<file path="config.mk">
export PLATFORM = sky130hd
export DESIGN_NAME = branch_ctl_arb
export DESIGN_NICKNAME = d
export VERILOG_FILES = /design/src/rtl/branch_ctl_arb.sv
export SDC_FILE = /design/constraint.sdc
export NUM_CORES = 1
export LEC_CHECK = 0
export ABC_AREA = 1
export CAP_MARGIN = 20
export CORE_MARGIN = 4
export CORE_UTILIZATION = 55
export CTS_CLUSTER_DIAMETER = 150
export DETAILED_ROUTE_END_ITERATION = 16
export HOLD_SLACK_MARGIN = 0.06
export PLACE_DENSITY = 0.8
export SYNTH_ARGS = -nofsm -noshare
export SYNTH_HDL_FRONTEND = slang
export SYNTH_SLANG_ARGS = --single-unit
</file>
<file path="constraint.sdc">
create_clock -name clk -period 5.27 [get_ports clk]
set_clock_uncertainty 0.1 [all_clocks]
set_input_delay 0.7905 -clock clk [delete_from_list [all_inputs] [get_ports clk]]
set_output_delay 0.7905 -clock clk [all_outputs]
set_load 0.1 [all_outputs]
</file>
<file path="src/rtl/branch_ctl_arb.sv">
// branch_ctl_arb: merges per-source branch resolutions through credited FIFOs
// into one registered branch-control channel, served round-robin.
module branch_ctl_arb #(
   parameter int NUM_REQS = 4,
   parameter int DEPTH    = 2,
   parameter int NW_WIDTH = 4,
   parameter int PC_BITS  = 32
) (
   input  logic                         clk,
   input  logic                         reset,
   input  logic [NUM_REQS-1:0]          in_valid,
   input  logic [NUM_REQS*NW_WIDTH-1:0] in_wid,
   input  logic [NUM_REQS-1:0]          in_taken,
   input  logic [NUM_REQS*PC_BITS-1:0]  in_dest,
   output logic [NUM_REQS-1:0]          in_ready,
   output logic                         out_valid,
   output logic [NW_WIDTH-1:0]          out_wid,
   output logic                         out_taken,
   output logic [PC_BITS-1:0]           out_dest,
   output logic [NUM_REQS-1:0]          overflow
);
   localparam int EW = NW_WIDTH + 1 + PC_BITS;
   localparam int AW = $clog2(DEPTH);
   localparam int CW = $clog2(DEPTH + 1);
   localparam int PW = NUM_REQS > 1 ? $clog2(NUM_REQS) : 1;

   logic [EW-1:0]       mem_q [NUM_REQS][DEPTH];
   logic [AW-1:0]       rd_ptr_q [NUM_REQS];
   logic [AW-1:0]       wr_ptr_q [NUM_REQS];
   logic [CW-1:0]       count_q [NUM_REQS];
   logic [CW-1:0]       count_d [NUM_REQS];
   logic [NUM_REQS-1:0] ready_q, ovf_q, push, pop, nonempty;
   logic [PW-1:0]       rr_q, gnt_idx, cand;
   logic                gnt_found, out_valid_q;
   logic [EW-1:0]       out_q;

   // candidates use pre-push counts, so a fresh push never bypasses to the output
   always_comb begin
      push = in_valid & ready_q;
      for (int i = 0; i < NUM_REQS; i++) nonempty[i] = count_q[i] != '0;
   end

   always_comb begin
      gnt_found = 1'b0;
      gnt_idx = rr_q;
      cand = rr_q;
      pop = '0;
      for (int k = 1; k <= NUM_REQS; k++) begin
         cand = PW'((int'(rr_q) + k) % NUM_REQS);
         if (!gnt_found && nonempty[cand]) begin
            gnt_found = 1'b1;
            gnt_idx = cand;
         end
      end
      if (gnt_found) pop[gnt_idx] = 1'b1;
      for (int i = 0; i < NUM_REQS; i++) count_d[i] = count_q[i] + CW'(push[i]) - CW'(pop[i]);
   end

   always_ff @(posedge clk) begin
      if (reset) begin
         for (int i = 0; i < NUM_REQS; i++) begin
            rd_ptr_q[i] <= '0;
            wr_ptr_q[i] <= '0;
            count_q[i] <= '0;
         end
         ready_q <= '1;
         ovf_q <= '0;
         rr_q <= PW'(NUM_REQS - 1);
         out_valid_q <= 1'b0;
         out_q <= '0;
      end else begin
         for (int i = 0; i < NUM_REQS; i++) begin
            if (push[i]) begin
               mem_q[i][wr_ptr_q[i]] <= {in_wid[i*NW_WIDTH +: NW_WIDTH], in_taken[i], in_dest[i*PC_BITS +: PC_BITS]};
               wr_ptr_q[i] <= wr_ptr_q[i] + AW'(1);
            end
            if (pop[i]) rd_ptr_q[i] <= rd_ptr_q[i] + AW'(1);
            count_q[i] <= count_d[i];
            ready_q[i] <= count_d[i] < CW'(DEPTH);
         end
         ovf_q <= ovf_q | (in_valid & ~ready_q);
         out_valid_q <= gnt_found;
         if (gnt_found) begin
            out_q <= mem_q[gnt_idx][rd_ptr_q[gnt_idx]];
            rr_q <= gnt_idx;
         end
      end
   end

   assign in_ready = ready_q;
   assign overflow = ovf_q;
   assign out_valid = out_valid_q;
   assign {out_wid, out_taken, out_dest} = out_q;
endmodule

</file>
==> summary.md, run 1 <==
| Metric | Value |
|---|---|
| Status | `finished, final reports clean` |
| Synth cell types | `31` |
| Rows | `60` |
| Gr ovfl total | `0` |
| Min-delay worst type | `reg2reg` |
| Setup TNS | `0 ns` |
| Post-CTS sizing | `0` |
| Core area | `between 20000 and 30000 sq um` |
| Area Growth Syn to Fin | `23.1%` |
| Total global-route track usage | `0.249` |
| Kind of end point of the critical path | `flop` |
| IO Port Bufs | `about 200` |
| Vias in the first global route | `approximately 11000` |
| Main combinational cell family by area after synthesis | `simple AND/OR/NAND/NOR gates` |
| Synth Area in Simple Gates | `0.263` |
| Synth area leaders | `edfxtp_1 (61%), nand2_1 (20%), dfxtp_1 (7.5%), nand3_1 (3.5%), buf_2 (1.1%)` |
| # setup viols final | `0` |
| Largest net degree at the start of global routing | `between 90 and 100` |
| Via/cell ratio | `5.48` |
| # clock sinks | `360` |
| Post-CTS setup buffer count | `0` |
| DRT iter0 DRCs | `1260` |
| Final min period | `between 4 and 5 ns` |
| Sequential fraction of the synthesis area | `0.684` |
| Worst-path clk slew | `roughly 0.060 ns` |
| Syn Std Cell Area | `between 10000 and 15000 sq um` |
| Setup crit start kind | `flop` |
| Post-Route WL | `37900 microns` |
| Slew HR | `0.251` |
| Worst path arrival time | `between 4 and 5 ns` |
| Final Hold Viols | `0` |
| Post-synthesis register bit count | `360` |
| Synth area leader | `edfxtp_1` |
| Num ports | `200` |
| CTS tree | `yes` |
| Tcrit/Tclk final | `0.794` |
| Root Buffer | `clkbuf_16` |
| Final HPWL DP | `roughly 23000 microns` |
| Final instance area | `roughly 18000 sq um` |
| Worst-Skew Late Latency | `a little over 0.5 ns` |
| Dpl cell area | `17100 sq um` |
| Worst Path Required | `between 5 and 6 ns` |
| Fillcell total | `roughly 1900` |
| Cells after synthesis | `1468` |
| WL/cell | `18.7 microns` |
| Drc violations | `0` |
| Slew Viols, Final | `0` |
| Initial antenna violation count | `2` |
| Post-Synth XOR/XNOR Area | `0.00468` |
| Initial Utilization | `0.557` |
| Die W | `173 microns` |
| Global-route wire length before repair | `between 50000 and 60000 microns` |
| Complex-gate fraction of the synthesized area | `0.00384` |
| Final Util | `0.686` |
| Crit path kind | `reg2reg` |
| Die H | `about 170 microns` |
| Num CTS Buffers | `37` |
| RSZ-0062 raised after global routing | `no` |
| Max_cap viols | `0` |
| Synth warn | `0` |
| DIE AREA | `about 30000 sq um` |
| Dpl ws | `0.692 ns` |
| Worst Tran Pin Value | `between 1 and 1.5 ns` |
| Htree depth | `2` |
| Max Clk Rate | `between 200 and 250 MHz` |
| Syn_area_per_cell | `10.2 sq um` |
| Layout Nets | `roughly 1800` |
| Final ANT Viol Nets | `0` |
| Post-Synth Adder-Cell Area | `0.00668` |
| Via Count | `approximately 11000` |
| Max FO, Critical Path | `65` |
| Hold buffers post-CTS | `0` |
| Clk buf depth | `3` |
| Yosys top cell area share | `0.610` |
| Setup WS post-layout | `about 1.1 ns` |
| 1st-pass router iterations | `5` |
| Syn_nets | `around 1600` |
| Mux share of post-synthesis cell area | `0` |
| Share of layout cells above drive strength 1 | `0.0626` |
| Final Wtd Congestion | `~0.8` |
[layout make-up]
class                      count  area, sq um  area share
inverter                      33          129     0.00699
antenna                        2         5.00    0.000271
clock inverter                18          213      0.0115
tap                          341          427      0.0231
timing repair buffer         215         2140       0.116
clock buffer                  49         1040      0.0566
sequential                   360        10200       0.556
multi-input combinational   1002         4230       0.229
[flip-flops by register name (all words and copies together) (netlist names)]
register	flops
rr_q	2
wr_ptr_q	4
count_q	8
overflow	4
out_q	37
mem_q	296
in_ready	4
out_valid	1
rd_ptr_q	4
[cell usage in the layout, fill, tap and decap left out]
| cell | netlist | final |
|---|---|---|
| nand2_1 | 813 | 811 |
| edfxtp_1 | 304 | 304 |
| clkdlybuf4s50_1 | 0 | 199 |
| nand3_1 | 105 | 105 |
| dfxtp_1 | 56 | 56 |
| clkbuf_16 | 0 | 39 |
| inv_1 | 27 | 27 |
| nor2_1 | 21 | 21 |
| buf_4 | 16 | 14 |
| ha_1 | 8 | 8 |
| nand2_2 | 8 | 7 |
| nand2_4 | 4 | 7 |
| nor3_1 | 11 | 7 |
| clkbuf_1 | 16 | 7 |
| clkinv_2 | 0 | 7 |
| inv_2 | 5 | 5 |
| a21oi_1 | 5 | 5 |
| bufinv_16 | 0 | 5 |
| clkinv_1 | 0 | 5 |
| nor3b_2 | 0 | 4 |
| nor3_2 | 0 | 4 |
| xnor2_1 | 4 | 4 |
| xor2_1 | 4 | 4 |
| o21ai_0 | 3 | 3 |
| clkbuf_8 | 0 | 3 |
| diode_2 | 0 | 2 |
| inv_6 | 1 | 2 |
| nand3_2 | 2 | 2 |
| o21ai_1 | 2 | 2 |
| nand3b_1 | 2 | 2 |
| nand4_1 | 1 | 1 |
| nand3_4 | 1 | 1 |
| nor4_2 | 1 | 1 |
| o211ai_1 | 1 | 1 |
| nand4_4 | 1 | 1 |
| nor2_4 | 1 | 1 |
| buf_12 | 0 | 1 |
| buf_16 | 0 | 1 |
[critical path, cell delays in order, from the launching register on]
cell and delay, ns:
dfxtp_1 0.57, inv_6 0.09, nand2_1 0.15, nand3_1 0.12, nand2_2 0.18, nand3_4 0.14
nand2_4 0.59, nand2_4 0.59, nand2_2 0.25, nand2_1 0.09, nand2_1 0.08, nand2_2 0.63
nand2_1 0.27, nand2_1 0.08, nand2_1 0.06, nand2_1 0.06
[final timing paths]
| kind | from | end | slack, ns | cells past startpoint |
|---|---|---|---|---|
| worst max register to register | rr_q[0] | out_q[2] | 1.08 | 15 |
| worst max-delay path | rr_q[0] | out_q[2] | 1.08 | 15 |
| worst min-delay path | out_q[15] | out_q[15] | 0.36 | 2 |
| worst min register to register | out_q[15] | out_q[15] | 0.36 | 2 |
[per-stage QoR]
stage                     instances  hold WS [ns]
after global routing           2020         0.365
after global placement         1949         0.339
final                          2020         0.356
after floorplan                1468         0.453
after CTS                      2016         0.357
after detailed placement       1949         0.347
[Yosys cell counts, drive strengths merged]
| library cell | number |
|---|---|
| nand2 | 825 |
| edfxtp | 304 |
| nand3 | 108 |
| buf | 57 |
| dfxtp | 56 |
| inv | 33 |
| nor2 | 22 |
| clkbuf | 16 |
| nor3 | 11 |
| ha | 8 |
| a21oi | 5 |
| o21ai | 5 |
| nor3b | 4 |
| xnor2 | 4 |
| xor2 | 4 |
| nand3b | 2 |
| nand4 | 2 |
| nor4 | 1 |
| o211ai | 1 |
[kinds of logic after synthesis]
family	after synthesis
and+or+nand+nor	975
adders and majority gates	8
buffers and inverters	106
AOI/OAI and AO/OA	11
xor gates and xnor gates	8
DFF	360
[routing by layer]
| layer | vias to the layer above | wire length (microns) | track usage |
|---|---|---|---|
| li1 | 5177 | - | - |
| met1 | 5203 | 14500 | 0.318 |
| met2 | 590 | 18700 | 0.428 |
| met3 | 105 | 3250 | 0.0387 |
| met4 | 0 | 1490 | 0.106 |
| met5 | - | 0 | 0 |
Power of run 1 is left out: the tool's default activity adds up to more than one toggle a clock period on the data nets, which glitch-free logic cannot reach.
==> inputs of run 2 (changes only) <==
Clock period 5.27 ns to 4.35 ns, I/O delays scaled along.
==> summary.md, run 2 (synthesis gave the netlist of run 1 again) <==
| Metric | Value |
|---|---|
| Status | `finished, final reports clean` |
| # setup viols final | `0` |
| Dpl cell area | `17200 sq um` |
| Min-delay worst type | `reg2reg` |
| Hold depth | `2` |
| Via Count | `roughly 11000` |
| CP dominant cell by count | `nand2_1` |
| DIE AREA | `~30000 sq um` |
| Die W | `~170 microns` |
| CTS tree | `yes` |
| Reg2reg path depth | `14` |
| Max_cap viols | `0` |
| Total global-route track usage | `0.244` |
| Kind of end point of the critical path | `flop` |
| Slew Viols, Final | `0` |
| Global-route wire length before repair | `58400 microns` |
| Rows | `60` |
| Hold buffers post-CTS | `0` |
| Initial antenna violation count | `4` |
| Worst-path clk slew | `roughly 0.06 ns` |
| CP peak stage delay | `0.68 ns` |
| Largest net degree at the start of global routing | `96` |
| Worst-Skew Late Latency | `around 0.52 ns` |
| WP buf/inv | `1` |
| Max FFs per register | `between 200 and 300` |
| Area Growth Syn to Fin | `23.0%` |
| Worst Path Required | `4.65 ns` |
| Max FO, Critical Path | `63` |
| Dpl ws | `0.825 ns` |
| RSZ-0062 raised after global routing | `no` |
| Final ANT Viol Nets | `0` |
| Final Hold Viols | `0` |
| Initial Utilization | `0.557` |
| DP Cell Count | `between 1500 and 2000` |
| Gr ovfl total | `0` |
| Post-CTS sizing | `0` |
| Core area | `between 20000 and 30000 sq um` |
| Setup TNS | `0 ns` |
| Post-CTS setup buffer count | `0` |
| Layout Nets | `about 1800` |
| Share of layout cells above drive strength 1 | `0.0613` |
| Slew HR | `0.278` |
| Final min period | `about 3.6 ns` |
| Final HPWL DP | `23000 microns` |
| # clock sinks | `360` |
| Layout Cells excl Fill | `about 2000` |
| Most frequent cells in the layout | `nand2_1 (811), edfxtp_1 (304), clkdlybuf4s50_1 (199), nand3_1 (105), dfxtp_1 (56)` |
| DRT iter0 DRCs | `around 1000` |
| Setup WS post-layout | `between 0.7 and 0.8 ns` |
| Tcrit/Tclk final | `0.831` |
| Final instance area | `between 15000 and 20000 sq um` |
| Drc violations | `0` |
| Worst path arrival time | `3.92 ns` |
| Crit-path cells | `nand2_1 -> nand2_1 -> nand3_1 -> nand2_2 -> nand3_4 -> nand2_4 -> buf_4 -> nand3b_1 -> nand2_1 -> nand2_1 -> nand2_2 -> nand2_1 -> nand3_1 -> nand2_1` |
| Post-Route WL | `~37000 microns` |
| Root Buffer | `clkbuf_16` |
| Max Clk Rate | `roughly 280 MHz` |
| Top delay family on crit path | `simple AND/OR/NAND/NOR gates` |
| Htree depth | `2` |
| Crit path kind | `reg2reg` |
| Most common cell after layout, fill and taps aside | `nand2_1` |
| Fillcell total | `~1900` |
| Via/cell ratio | `5.37` |
| WL/cell | `roughly 18 microns` |
| CP max stage cell | `nand2_2` |
| Setup crit start kind | `flop` |
| Die H | `around 170 microns` |
| Num ports | `200` |
| Final Wtd Congestion | `0.797` |
| Vias in the first global route | `about 11000` |
| Clk buf depth | `3` |
| IO Port Bufs | `approximately 200` |
| Worst Tran Pin Value | `roughly 1.1 ns` |
| 1st-pass router iterations | `6` |
| Worst path depth | `14` |
| Num CTS Buffers | `37` |
==> run 2: cell count changes in the layout (fill, tap and decap cells not counted), moves of 3 or more <==
| cell | previous run | this run |
|---|---|---|
| clkbuf_1 | 7 | 12 |
| nor3_2 | 4 | 0 |
| nor3_4 | 0 | 4 |
| nor3b_2 | 4 | 0 |
| nor3b_4 | 0 | 4 |
| buf_4 | 14 | 17 |
| bufinv_16 | 5 | 2 |
==> run 2: per-layer routing <==
layer,wire length [microns],GRT usage
met4,1420,0.106
met5,11,0
met1,14200,0.302
met3,2810,0.0431
met2,18600,0.425
==> run 2: path summary, 6_finish.rpt <==
path	from	end	slack (ns)
hold / removal	out_q[14]	out_q[14]	0.35
setup reg to reg	rr_q[0]	out_q[22]	0.73
hold reg to reg	out_q[14]	out_q[14]	0.35
setup / recovery	rr_q[0]	out_q[22]	0.73
==> run 2: final cells by class <==
type | count | area, sq um | share of cell area
sequential | 360 | 10200 | 0.557
multi-input combinational | 1002 | 4280 | 0.232
antenna | 3 | 7.51 | 0.000408
clock buffer | 55 | 1080 | 0.0584
inverter | 33 | 129 | 0.00700
timing repair buffer | 217 | 2140 | 0.116
tap | 341 | 427 | 0.0232
clock inverter | 12 | 109 | 0.00591
==> run 2: worst reg2reg max path, cell delays in order, from the launching register on <==
cell and delay, ns:
dfxtp_1 0.60, nand2_1 0.12, nand2_1 0.15, nand3_1 0.13, nand2_2 0.18, nand3_4 0.13
nand2_4 0.09, buf_4 0.55, nand3b_1 0.22, nand2_1 0.12, nand2_1 0.06, nand2_2 0.68
nand2_1 0.13, nand3_1 0.14, nand2_1 0.10
==> run 2: stage by stage <==
step | utilization | hold WS (ns)
finish | 0.685 | 0.354
global route | 0.685 | 0.369
CTS | 0.685 | 0.357
detailed placement | 0.641 | 0.341
global placement | 0.641 | 0.340
floorplan | - | 0.472
Power of run 2 is left out for the same reason.
